<file path="src/rtl/mux_feed_sequencer.sv">
// mux_feed_sequencer: collects LSB-first serial samples into a WIDTH-bit word,
// presents it on datain with a valid/ack handshake and toggles the mux select
// s once per completed word.
//
// Handshakes:
//   - A sample is taken on a rising edge where din_valid && din_ready.
//   - A presented word is taken on a rising edge where word_valid && word_ack.
//   - word_ack while word_valid=0 has no effect.
module mux_feed_sequencer #(
  parameter int WIDTH = 4
) (
  input  logic             clk,
  input  logic             rst,
  input  logic             din,
  input  logic             din_valid,
  output logic             din_ready,
  input  logic             flush,
  output logic [WIDTH-1:0] datain,
  output logic             s,
  output logic             word_valid,
  input  logic             word_ack,
  output logic [7:0]       word_cnt,
  output logic [1:0]       state_dbg
);

  localparam int CW = $clog2(WIDTH);

  typedef enum logic [1:0] {
    IDLE    = 2'd0,
    FILL    = 2'd1,
    PRESENT = 2'd2
  } state_e;

  state_e           state_q, state_d;
  logic [CW-1:0]    bitcnt_q, bitcnt_d;
  logic [WIDTH-1:0] shreg_q, shreg_d;
  logic [WIDTH-1:0] datain_q, datain_d;
  logic             s_q, s_d;
  logic             word_valid_q, word_valid_d;
  logic [7:0]       word_cnt_q, word_cnt_d;
  logic             accept;

  // Ready depends only on the state register so it never loops back to din_valid.
  assign din_ready  = (state_q != PRESENT);
  assign accept     = din_valid && din_ready;
  assign datain     = datain_q;
  assign s          = s_q;
  assign word_valid = word_valid_q;
  assign word_cnt   = word_cnt_q;
  assign state_dbg  = state_q;

  // Next-state and datapath update; everything holds unless a case changes it.
  always_comb begin
    state_d      = state_q;
    bitcnt_d     = bitcnt_q;
    shreg_d      = shreg_q;
    datain_d     = datain_q;
    s_d          = s_q;
    word_valid_d = word_valid_q;
    word_cnt_d   = word_cnt_q;

    if (flush) begin
      // Flush drops the partial word and any presented word, but keeps the
      // last completed word, select and count so the mux side stays stable.
      state_d      = IDLE;
      bitcnt_d     = '0;
      shreg_d      = '0;
      word_valid_d = 1'b0;
    end else begin
      case (state_q)
        IDLE: begin
          if (accept) begin
            shreg_d    = '0;
            shreg_d[0] = din;
            bitcnt_d   = CW'(1);
            state_d    = FILL;
          end
        end
        FILL: begin
          if (accept) begin
            if (bitcnt_q == CW'(WIDTH - 1)) begin
              // Final sample goes straight into the MSB of the presented word.
              datain_d     = {din, shreg_q[WIDTH-2:0]};
              word_valid_d = 1'b1;
              s_d          = ~s_q;
              word_cnt_d   = word_cnt_q + 8'd1;
              bitcnt_d     = '0;
              shreg_d      = '0;
              state_d      = PRESENT;
            end else begin
              shreg_d[bitcnt_q] = din;
              bitcnt_d          = bitcnt_q + CW'(1);
            end
          end
        end
        PRESENT: begin
          if (word_ack) begin
            word_valid_d = 1'b0;
            state_d      = IDLE;
          end
        end
        default: begin
          state_d = IDLE;
        end
      endcase
    end
  end

  // State register with synchronous reset taking priority over flush.
  always_ff @(posedge clk) begin
    if (rst) begin
      state_q      <= IDLE;
      bitcnt_q     <= '0;
      shreg_q      <= '0;
      datain_q     <= '0;
      s_q          <= 1'b0;
      word_valid_q <= 1'b0;
      word_cnt_q   <= '0;
    end else begin
      state_q      <= state_d;
      bitcnt_q     <= bitcnt_d;
      shreg_q      <= shreg_d;
      datain_q     <= datain_d;
      s_q          <= s_d;
      word_valid_q <= word_valid_d;
      word_cnt_q   <= word_cnt_d;
    end
  end

endmodule

</file>
<file path="config.mk">
export PLATFORM = sky130hd
export DESIGN_NAME = mux_feed_sequencer
export DESIGN_NICKNAME = d
export VERILOG_FILES = /design/src/rtl/mux_feed_sequencer.sv
export SDC_FILE = /design/constraint.sdc
export NUM_CORES = 1
export LEC_CHECK = 0
export ABC_CLOCK_PERIOD_IN_PS = 3800
export BUFFER_PORTS_ARGS = -buffer_cell sky130_fd_sc_hd__buf_2
export CELL_PAD_IN_SITES_DETAIL_PLACEMENT = 0
export CELL_PAD_IN_SITES_GLOBAL_PLACEMENT = 2
export CORE_ASPECT_RATIO = 1.75
export CORE_MARGIN = 8
export CORE_UTILIZATION = 33
export CTS_CLUSTER_DIAMETER = 50
export DETAILED_ROUTE_END_ITERATION = 8
export PLACE_DENSITY = 0.82
export SLEW_MARGIN = 40
export SYNTH_ARGS = -nofsm -noshare
export SYNTH_HDL_FRONTEND = slang
export SYNTH_SLANG_ARGS = --single-unit
export TNS_END_PERCENT = 10
</file>
<file path="constraint.sdc">
create_clock -name clk -period 3.8 [get_ports clk]
set_input_delay 0.19 -clock clk [delete_from_list [all_inputs] [get_ports clk]]
set_output_delay 0.19 -clock clk [all_outputs]
set_load 0.02 [all_outputs]
</file>
=== Word-level counts from Yosys, hierarchy flattened ===
Cells that the tools add are included.

* Eq/ne operators: 8
* Multiplexer cells: 19
* Bitwise operators: 2
* Reduce and logical (&&, ||, !) cells: 10
* Magnitude comparators: 2
* $add $sub $neg: 2

{| class="wikitable"
|+ Operators by type and width
! kind !! count
|-
| two-way mux 2 bit || 6
|-
| two-way mux 4 bit || 3
|-
| AND reduction 4 bit || 3
|-
| inequality test 2 bit, second input constant || 5
|-
| adder 8 x 1 -> 8 bit, second input constant || 1
|-
| case mux 4 bit (2 select lines) || 1
|-
| case mux 2 bit (3 select lines) || 1
|-
| bitwise mux 4 bit || 1
|-
| == test 2 bit, second input constant || 2
|-
| two-way mux 1 bit || 4
|-
| case mux 2 bit (2 select lines) || 1
|-
| nonzero test 2 bit || 2
|-
| less-than comparator 2 x 3 -> 1 bit, second input constant || 1
|-
| AND reduction 3 bit || 1
|-
| adder 2 x 1 -> 2 bit, second input constant || 1
|-
| demux 1 bit (select 2 bit) || 1
|-
| == test 2 x 1 -> 1 bit, second input constant || 1
|-
| greater-or-equal comparator 2 x 1 -> 1 bit, second input constant || 1
|-
| logical AND 1 bit || 2
|-
| logical NOT 2 bit || 1
|-
| NOT 1 bit || 2
|-
| case mux 1 bit (2 select lines) || 1
|-
| OR reduction 2 bit || 1
|}

* Register bits: 22
* Output and inout port bits: 17
* Input bits: 6
* Logic and storage cells: 50

=== Logic depth before layout (Yosys ltp) ===
Gate-level depths: netlist of run 1.

* Word-level depth: 8
* Mapped depth: 7
* Depth with buffers taken out: 5

=== Worst setup path after synthesis of run 1 ===
Ideal clock, no wire load.

* Path kind: register to register
* From: register bitcnt_q[0]
* To: register word_cnt_q[7] (netlist: word_cnt[7])
* Required time: 3.679 ns
* Cell stages (with the launch flop): 7
* Buffers on the path: 2
* Slack: 2.192 ns
* Clock period less this slack: 1.608 ns
* Library setup time: 0.121 ns
* Arrival time: 1.488 ns
* Cell sequence: dfxtp_1 ha_1 buf_4 nand4b_4 buf_6 nor4_1 mux2_2

* Word-level cells in the longest chain between the ends: 2

{| class="wikitable"
|+ Ends and longest elaborated chain
! item !! RTL line !! RTL
|-
| start, declared || 35 || <nowiki>logic [CW-1:0] bitcnt_q, bitcnt_d;</nowiki>
|-
| start signal, assigned || 121 || <nowiki>bitcnt_q <= bitcnt_d;</nowiki>
|-
| == test 2 bit || 81 || <nowiki>if (bitcnt_q == CW'(WIDTH - 1)) begin</nowiki>
|-
| AND reduction 4 bit (no source line) || n/a ||
|-
| end signal, assigned || 126 || <nowiki>word_cnt_q <= word_cnt_d;</nowiki>
|-
| end, declared || 40 || <nowiki>logic [7:0] word_cnt_q, word_cnt_d;</nowiki>
|}

Every way passes these cells.
A chain may end at the register's enable or synchronous reset.

=== Worst setup path in the final report of run 1 ===
* From: register bitcnt_q[1]
* To: register word_cnt_q[7] (netlist: word_cnt[7])

The elaborated chain is that of the path after synthesis.

==> run summary, run 1 <==
outcome = finished, final reports clean
Worst IR Drop VDD = 146 uV
# fillers = 333
total CTS buffers = 3
Initial Utilization = 33.9%
total core area = 3070 um^2
# diodes = 0
sw power = 0.0883 mW
Die Wd = 58.5 um
Avg Cell Area, Syn = 8.67 um^2
r2r setup slk = 1.85 ns
critical path's largest stage delay = 0.39 ns
WL per Instance = 13.3 um
postcts setup bufs = 0
Post-Place Worst Slack = 1.86 ns
Global Route Usage Sum = 9.49%
slowest cell on the critical path = ha_1
dpl hpwl = 1810 um
Final Cycle Share = 51.4%
Area Growth Syn to Fin = 16.5%
Chip Height = 90.3 um
Max Fclk = 0.512 GHz
commonest non-fill, non-tap cell in the layout = buf_2
sequential share of power = 57.2%
TritonCTS clock tree = yes
RD Place Congestion = 0.734
Vias per Instance = 5.11
post-cts gate resize count = 0
crit path launch = bitcnt_q[1]
crit path time final = 1.95 ns
Worst slew margin = 71.1%
pin count of the biggest net entering global routing = 22
post-synthesis cell area = 1040 um^2
LEAKAGE = 0.466 nW
Synth Instances = 120
synth warn = 0
final worst slack = 1.85 ns
RSZ-0062 raised after global routing = false
commonest cells after routing, fill and taps aside = 22 x buf_2, 21 x dfxtp_1, 17 x a21oi_1
die area = 5280 um^2
Pint = 0.303 mW
synth top area cells = dfxtp_1 40%, a21oi_1 8.2%, o21ai_0 6.7%, ha_1 6.0%, nand3_1 3.8%
first-pass GRT wire length = 4120 um
hold slack = 0.206 ns
ys async rst share = 0%
grt ovf = 0
row cnt = 27
syn nets = 131
Hold-fix buffers, CTS = 0
input/output buffers = 22
skew final = 0.00387 ns
Pwr Density = 323 nW/um^2
reg2reg end = word_cnt[7]
fraction of layout cells with a size suffix above 1 = 21.6%
post-synthesis cell type count = 31
Yosys reg bits = 21
vias in the first global route = 878
hold crit path type = primary input to flop
Critical Path, Cell by Cell = ha_1, nand4b_4, nor4_1, mux2_2
clock buffer depth = 2
Crit. End Element = flop
final slew viol count = 0
Cell Count, Final, Fillers Out = 182
antenna-violating nets left = 0
largest area contributor in the netlist = dfxtp_1
Startpoint Class = flop
Top FF cell, synth = dfxtp_1
worst endpoint data arrival time = 2.10 ns
sequential share of the synthesized area = 40.4%
number of synthesized flops with an enable pin = 0
clock share of power = 37.6%
Worst-Margin Slew = 0.433 ns
H-tree depth = 1
Clock Root Buffer = clkbuf_8
sw frac = 22.6%
crit path max fanout = 21
Reg clk slew, reported paths = 0.08 ns
initial antenna violation count = 0
I/O pin total = 23
final setup fails = 0
CP required = 3.95 ns
placed cell count = 178
final core occ = 39.4%
MaxCap Viol Count = 0
WL final = 2410 um
Post-Route Setup TNS = 0 ns
DRC violations left = 0
drt pass-1 iters = 4
r2r startpoint = bitcnt_q[1]
R2R cell count = 4
# clock sinks = 21
Synth top area share = 40.4%
1st-iter DRT viols = 7
CP Class = flop to flop
CP endpoint = word_cnt[7]
DR vias = 930
Net count, final = 151
latest clock arrival within the worst-skew pair = 0.26 ns
Comb power frac = 5.2%
Final Hold Vio Count = 0
stage by stage:
stage / power [mW] / cell area (um^2)
floorplan: 0.241 / 1040
global placement: 0.249 / 1170
detailed placement: 0.249 / 1170
CTS: 0.395 / 1210
global route: 0.406 / 1210
finish: 0.391 / 1210
synthesized netlist by cell type (2+ instances only):
cell type,instances
dfxtp_1,21
a21oi_1,17
o21ai_0,14
nand3_1,8
clkbuf_1,5
ha_1,5
inv_1,5
nor2b_1,5
nand2_1,4
o31ai_1,4
or4_1,4
nand2b_1,3
nand4_1,3
or3_1,3
nor2_1,2
nor3b_1,2
per-layer routing:
layer	track usage, %	wire length, um
met4	3.70	31
met3	2.43	98
met5	0	0
met1	10.3	1020
met2	16.6	1270
cell families (layout without fill, tap and decap cells):
logic type,Yosys count,count (layout),share of synthesized area [%]
AOI/OAI and AO/OA,38,38,20.3
adders and majority gates,5,5,6.01
buffers and inverters,12,31,5.41
DFF,21,21,40.4
muxes,1,1,1.08
and+or+nand+nor,43,43,26.8
cell type report:
type	count	area (um^2)	share of cell area (%)
Multi-Input combinational cell	87	564	46.5
Sequential cell	21	420	34.7
Timing Repair Buffer	22	110	9.08
Tap cell	43	53.8	4.44
Clock buffer	4	45.0	3.72
Inverter	5	18.8	1.55
critical path: cells and delay by family (launching register included):
family | cells | cell delay [ns]
adders and majority gates | 1 | 0.39
muxes | 1 | 0.38
and+or+nand+nor | 2 | 0.70
DFF | 1 | 0.38
sequential cells by signal, summed over array words and instances (netlist names):
signal      flops
word_cnt        8
datain          4
shreg_q         3
bitcnt_q        2
state_dbg       2
s               1
word_valid      1
how the worst min path moves through the flow:
| stage | end | cells past startpoint | slack (ns) | from |
|---|---|---|---|---|
| after detailed placement | word_valid | 2 | 0.46 | word_valid |
| after global routing | word_valid | 4 | 0.21 | word_ack |
| after global placement | word_valid | 2 | 0.45 | word_valid |
| after floorplan | word_cnt[1] | 1 | 0.26 | rst |
| after CTS | word_valid | 4 | 0.21 | word_ack |
| final | word_valid | 4 | 0.21 | word_ack |
power groups by stage:
stage               combinational [mW]  clock (mW)  sequential, mW
floorplan                       0.0126           0           0.228
global placement                0.0202           0           0.229
detailed placement              0.0201           0           0.229
CTS                             0.0204       0.151           0.224
global route                    0.0226       0.160           0.224
finish                          0.0204       0.147           0.224
(Power assumes the default switching activity.)
==> inputs of run 2 (changes only) <==
ABC_CLOCK_PERIOD_IN_PS = 1700   (was 3800)
CORE_UTILIZATION = 28   (was 33)
PLACE_DENSITY = 0.74   (was 0.82)
clock period = 1.7 ns   (was 3.8 ns; I/O delays follow)
==> run 2 against run 1 <==
Net effect:
- hold slack lost 0.099 ns
- via count grew 2.2%
- clock skew shrank 0.0012 ns
- sequential power grew 120%
- global-route usage shrank 0.77 points
- worst setup slack lost 1.7 ns
- utilization shrank 4.5 points
- total power grew 120%
- largest power group unchanged
==> run summary, run 2 (synthesis results as in run 1) <==
Worst-Margin Slew = 0.394 ns (-0.0396 ns)
H-tree depth = 1 (unchanged)
skew final = 0.00263 ns (-0.00124 ns)
Startpoint Class = flop
CP Class = flop to flop
final slew viol count = 0 (unchanged)
1st-iter DRT viols = 13 (+6)
total CTS buffers = 3 (unchanged)
Post-Route Setup TNS = 0 ns (unchanged)
Vias per Instance = 5.03 (-1.6%)
total core area = 3590 um^2 (+17%)
Crit. End Element = flop
antenna-violating nets left = 0 (unchanged)
Post-Place Worst Slack = 0.0365 ns (-1.82 ns)
Pwr Density = 696 nW/um^2 (+120%)
TritonCTS clock tree = yes
fraction of layout cells with a size suffix above 1 = 25.2% (+3.6 points)
# clock sinks = 21 (unchanged)
r2r setup slk = 0.11 ns (-1.74 ns)
Area Growth Syn to Fin = 20.6%
drt pass-1 iters = 4 (unchanged)
Comb power frac = 5.6% (+0.4 points)
Die Wd = 62.1 um (+6.2%)
Initial Utilization = 29.0% (-4.9 points)
input/output buffers = 22 (unchanged)
crit path max fanout = 11 (-48%)
Critical Path, Cell by Cell = ha_2, nand4b_4, nor4_2, mux2_2
row cnt = 29 (+7.4%)
Chip Height = 96.7 um (+7.0%)
postcts setup bufs = 0 (unchanged)
# fillers = 403 (+21%)
worst endpoint data arrival time = 1.74 ns (-0.36 ns)
commonest non-fill, non-tap cell in the layout = buf_2
clock share of power = 37.3% (-0.3 points)
Worst IR Drop VDD = 420 uV (+190%)
vias in the first global route = 942 (+7.3%)
Hold Crit Start = word_ack
crit path launch = bitcnt_q[0]
I/O pin total = 23 (unchanged)
outcome = finished, final reports clean
WHS Path Cells = 4 (unchanged)
grt ovf = 0 (unchanged)
sequential share of power = 57.1% (about the same)
final worst slack = 0.107 ns (-1.74 ns)
sw power = 0.195 mW (+120%)
WL per Instance = 13.1 um (-1.4%)
latest clock arrival within the worst-skew pair = 0.26 ns (about the same)
reg2reg end = word_cnt[7]
clock buffer depth = 2 (unchanged)
slowest cell on the critical path = dfxtp_1
first-pass GRT wire length = 4140 um (+0.51%)
sw frac = 22.3% (-0.22 points)
DR vias = 950 (+2.2%)
pin count of the biggest net entering global routing = 16 (-27%)
WL final = 2470 um (+2.4%)
Final Cycle Share = 93.7% (+42 points)
# diodes = 0 (unchanged)
hold slack = 0.107 ns (-0.0985 ns)
LEAKAGE = 0.483 nW (+3.8%)
Net count, final = 155 (+2.6%)
commonest cells after routing, fill and taps aside = 22 x buf_2, 21 x dfxtp_1, 17 x a21oi_1
Reg clk slew, reported paths = 0.08 ns (about the same)
initial antenna violation count = 0 (unchanged)
R2R cell count = 4 (unchanged)
Largest register FFs = 8 (unchanged)
hold path endpoint = word_valid
final core occ = 34.9% (-4.5 points)
Pint = 0.678 mW (+120%)
hold crit path type = primary input to flop
critical path's largest stage delay = 0.39 ns (about the same)
die area = 6000 um^2 (+14%)
dpl hpwl = 1940 um (+7.2%)
RD Place Congestion = 0.726 (-1.2%)
Max Fclk = 0.628 GHz (+23%)
Final Hold Vio Count = 0 (unchanged)
CP required = 1.85 ns (-2.10 ns)
Clock Root Buffer = clkbuf_8
Global Route Usage Sum = 8.71% (-0.77 points)
Worst slew margin = 73.7% (+2.6 points)
Power Total = 0.874 mW (+120%)
DRC violations left = 0 (unchanged)
final setup fails = 0 (unchanged)
crit path time final = 1.59 ns (-0.360 ns)
MaxCap Viol Count = 0 (unchanged)
r2r startpoint = bitcnt_q[0]
==> run 2: changes by cell type in the layout (fill, tap and decap cells not counted) <==
cell,previous run,this run
nor4_2,0,1
buf_4,0,4
ha_1,5,4
ha_2,0,1
nor4_1,1,0
==> run 2: critical path, delay by kind of cell, from the launching register on <==
kind	cells	cell delay, ns
adder cells (fa/ha/maj)	1	0.26
flip-flops	1	0.39
multiplexers	1	0.36
AND/OR/NAND/NOR	2	0.48
==> run 2: final cells by class <==
cell class	count	area, um^2	share of cell area [%]
inverters	5	18.8	1.50
flip-flops and latches	21	420	33.5
clock buffers	4	45.0	3.59
multi-input cells	87	573	45.7
repair buffers	26	140	11.2
well taps	46	57.6	4.59
==> run 2: how the worst max path moves through the flow <==
stage	slack, ns	to	cells past startpoint
after floorplan	0.09	word_cnt[7]	6
after global placement	0.12	word_cnt[7]	4
after detailed placement	0.04	word_cnt[7]	4
after CTS	0.03	word_cnt[7]	4
after global routing	-0.001	word_cnt[7]	4
final	0.11	word_cnt[7]	4
==> run 2: power groups by stage <==
stage               Sequential, mW  Combinational [mW]  Clock, mW
floorplan                    0.510              0.0282          0
CTS                          0.499              0.0492      0.342
finish                       0.499              0.0487      0.326
global placement             0.510              0.0484          0
detailed placement           0.510              0.0490          0
global route                 0.499              0.0556      0.356
==> run 2: layer usage <==
metal / up-vias / GRT usage (%) / share of wire [%] / wire length [um]
li1: 481 / - / - / -
met1: 456 / 9.05 / 40 / 978
met2: 11 / 15.5 / 54 / 1340
met3: 2 / 1.72 / 5.1 / 125
met4: 0 / 3.71 / 0.93 / 23
met5: - / 0 / 0 / 0
==> run 2: repair_timing <==
action                                 in CTS  in global routing
gates resized for setup                     0                  2
hold buffers                                0                  0
endpoints found under the hold margin       0                  0
setup endpoints to repair                   0                  6
==> run 2: per-stage QoR <==
step | instances | instance area [um^2]
6_report | 189 | 1250
5_1_grt | 189 | 1250
4_1_cts | 189 | 1250
3_5_place_dp | 185 | 1200
3_3_place_gp | 185 | 1200
2_1_floorplan | 120 | 1040
==> inputs of run 3 (changes only) <==
GPL_TIMING_DRIVEN = 0   (was not set)
==> run 3 against run 2 <==
Net effect:
- clock skew increased by 0.0038 ns
- global-route usage increased by 0.47 points
- sequential power about the same
- cell area increased by 3.3%
- die area unchanged
- sequential cell count unchanged
- critical path type unchanged
- largest cell class unchanged
- highest routed layer unchanged
==> run summary, run 3 (synthesis results as in run 1) <==
skew final = 0.00644 ns (+0.00381 ns)
Pwr Density = 677 nW/um^2 (-2.8%)
input/output buffers = 22 (unchanged)
TritonCTS clock tree = yes
drt pass-1 iters = 4 (unchanged)
# fillers = 389 (-3.5%)
final setup fails = 0 (unchanged)
WL per Instance = 13.4 um (+2.2%)
commonest cells after routing, fill and taps aside = 22 x buf_2, 19 x dfxtp_1, 16 x a21oi_1
Chip Height = 96.7 um (unchanged)
critical path's largest stage delay = 0.51 ns (+0.12 ns)
Finished Cell Area = 1300 um^2 (+3.3%)
initial antenna violation count = 0 (unchanged)
WL final = 2580 um (+4.3%)
Crit. End Element = flop
Vias per Instance = 5.04 (+0.20%)
# diodes = 0 (unchanged)
DRC violations left = 0 (unchanged)
Reg clk slew, reported paths = 0.08 ns (about the same)
Critical Path, Cell by Cell = ha_1, buf_6, nand4b_4, buf_6, or4_4, a21oi_2
Worst IR Drop VDD = 469 uV (+12%)
Final Hold Vio Count = 0 (unchanged)
H-tree depth = 1 (unchanged)
Max Fclk = 0.617 GHz (-1.7%)
commonest non-fill, non-tap cell in the layout = buf_2
first-pass GRT wire length = 4400 um (+6.3%)
Net count, final = 159 (+2.6%)
Global Route Usage Sum = 9.18% (+0.47 points)
die area = 6000 um^2 (unchanged)
Worst slew margin = 69.3% (-4.4 points)
dpl hpwl = 1980 um (+2.1%)
1st-iter DRT viols = 14 (+1)
crit path time final = 1.62 ns (+0.0270 ns)
hold crit path type = primary input to flop
grt ovf = 0 (unchanged)
latest clock arrival within the worst-skew pair = 0.26 ns (about the same)
MaxCap Viol Count = 0 (unchanged)
Clock Root Buffer = clkbuf_8
LEAKAGE = 0.515 nW (+6.5%)
final slew viol count = 0 (unchanged)
Final Cycle Share = 95.3% (+1.6 points)
hold slack = 0.0596 ns (-0.0478 ns)
Largest register FFs = 8 (unchanged)
total core area = 3590 um^2 (unchanged)
total CTS buffers = 3 (unchanged)
Placed Area = 1210 um^2 (+0.63%)
Initial Utilization = 29.0% (unchanged)
Area Growth Syn to Fin = 24.5%
clock buffer depth = 2 (unchanged)
slowest cell on the critical path = or4_4
Worst-Margin Slew = 0.461 ns (+0.0675 ns)
# clock sinks = 21 (unchanged)
Register Area = 423 um^2 (+0.60%)
pin count of the biggest net entering global routing = 13 (-3)
Power Total = 0.877 mW (+0.44%)
Startpoint Class = flop
outcome = finished, final reports clean
Multi-input gate area = 591 um^2 (+3.1%)
CP Class = flop to flop
vias in the first global route = 995 (+5.6%)
CP required = 1.89 ns (+0.04 ns)
RD Place Congestion = 0.725 (-0.17%)
antenna-violating nets left = 0 (unchanged)
DR vias = 972 (+2.3%)
most used cell, CP = buf_6
fraction of layout cells with a size suffix above 1 = 27.2% (+2.0 points)
I/O pin total = 23 (unchanged)
row cnt = 29 (unchanged)
final core occ = 36.1% (+1.1 points)
crit path max fanout = 10 (-1)
Die Wd = 62.1 um (unchanged)
worst endpoint data arrival time = 1.81 ns (+0.07 ns)
## run 3: layer usage
layer / track usage [%] / up-vias / wire length [um]
met4: 5.30 / 0 / 58
met5: 0 / - / 0
met2: 16.0 / 17 / 1360
li1: - / 489 / -
met1: 8.94 / 460 / 987
met3: 2.39 / 6 / 169
## run 3: final cells by class
type	instances	share of cell area [%]
Clock buffer	3	3.19
Inverter	5	1.45
Multi-Input combinational cell	87	45.6
Clock inverter	1	0.386
Tap cell	46	4.44
Buffer	7	3.28
Timing Repair Buffer	23	9.07
Sequential cell	21	32.6
## run 3: worst paths after layout
path / from / end / slack (ns) / cells past startpoint
min: rst / word_cnt[1] / 0.06 / 2
min reg2reg: shreg_q[2] / datain[2] / 0.48 / 2
max: bitcnt_q[1] / word_cnt[6] / 0.08 / 6
max reg2reg: bitcnt_q[1] / word_cnt[6] / 0.08 / 6
## run 3: through the flow
step           cells  setup WS [ns]  setup TNS [ns]
6_report         193         0.0798               0
2_1_floorplan    120         0.0915               0
5_1_grt          193        -0.0111         -0.0111
3_5_place_dp     188        -0.0450         -0.0543
3_3_place_gp     188        -0.0536         -0.0536
4_1_cts          192         0.0200               0
## run 3: timing repair
| action | CTS | global route |
|---|---|---|
| gates resized for setup | 4 | 5 |
| pin swaps | 0 | 1 |
| hold buffers | 0 | 0 |
| endpoints found under the setup margin | 4 | 3 |
| setup buffers | 0 | 1 |
## run 3: power by group
group | total [mW] | internal, mW | switching, mW
Sequential | 0.498 | 0.495 | 0.00346
Clock | 0.328 | 0.163 | 0.165
Combinational | 0.0507 | 0.0176 | 0.0331
Total | 0.877 | 0.676 | 0.202
## run 3: critical path: cells and delay by family (launching register included)
kind            cells  cell delay (ns)
compound gates      1             0.14
simple gates        2             0.61
fa+ha+maj           1             0.16
buf+inv             2             0.28
flops               1             0.36
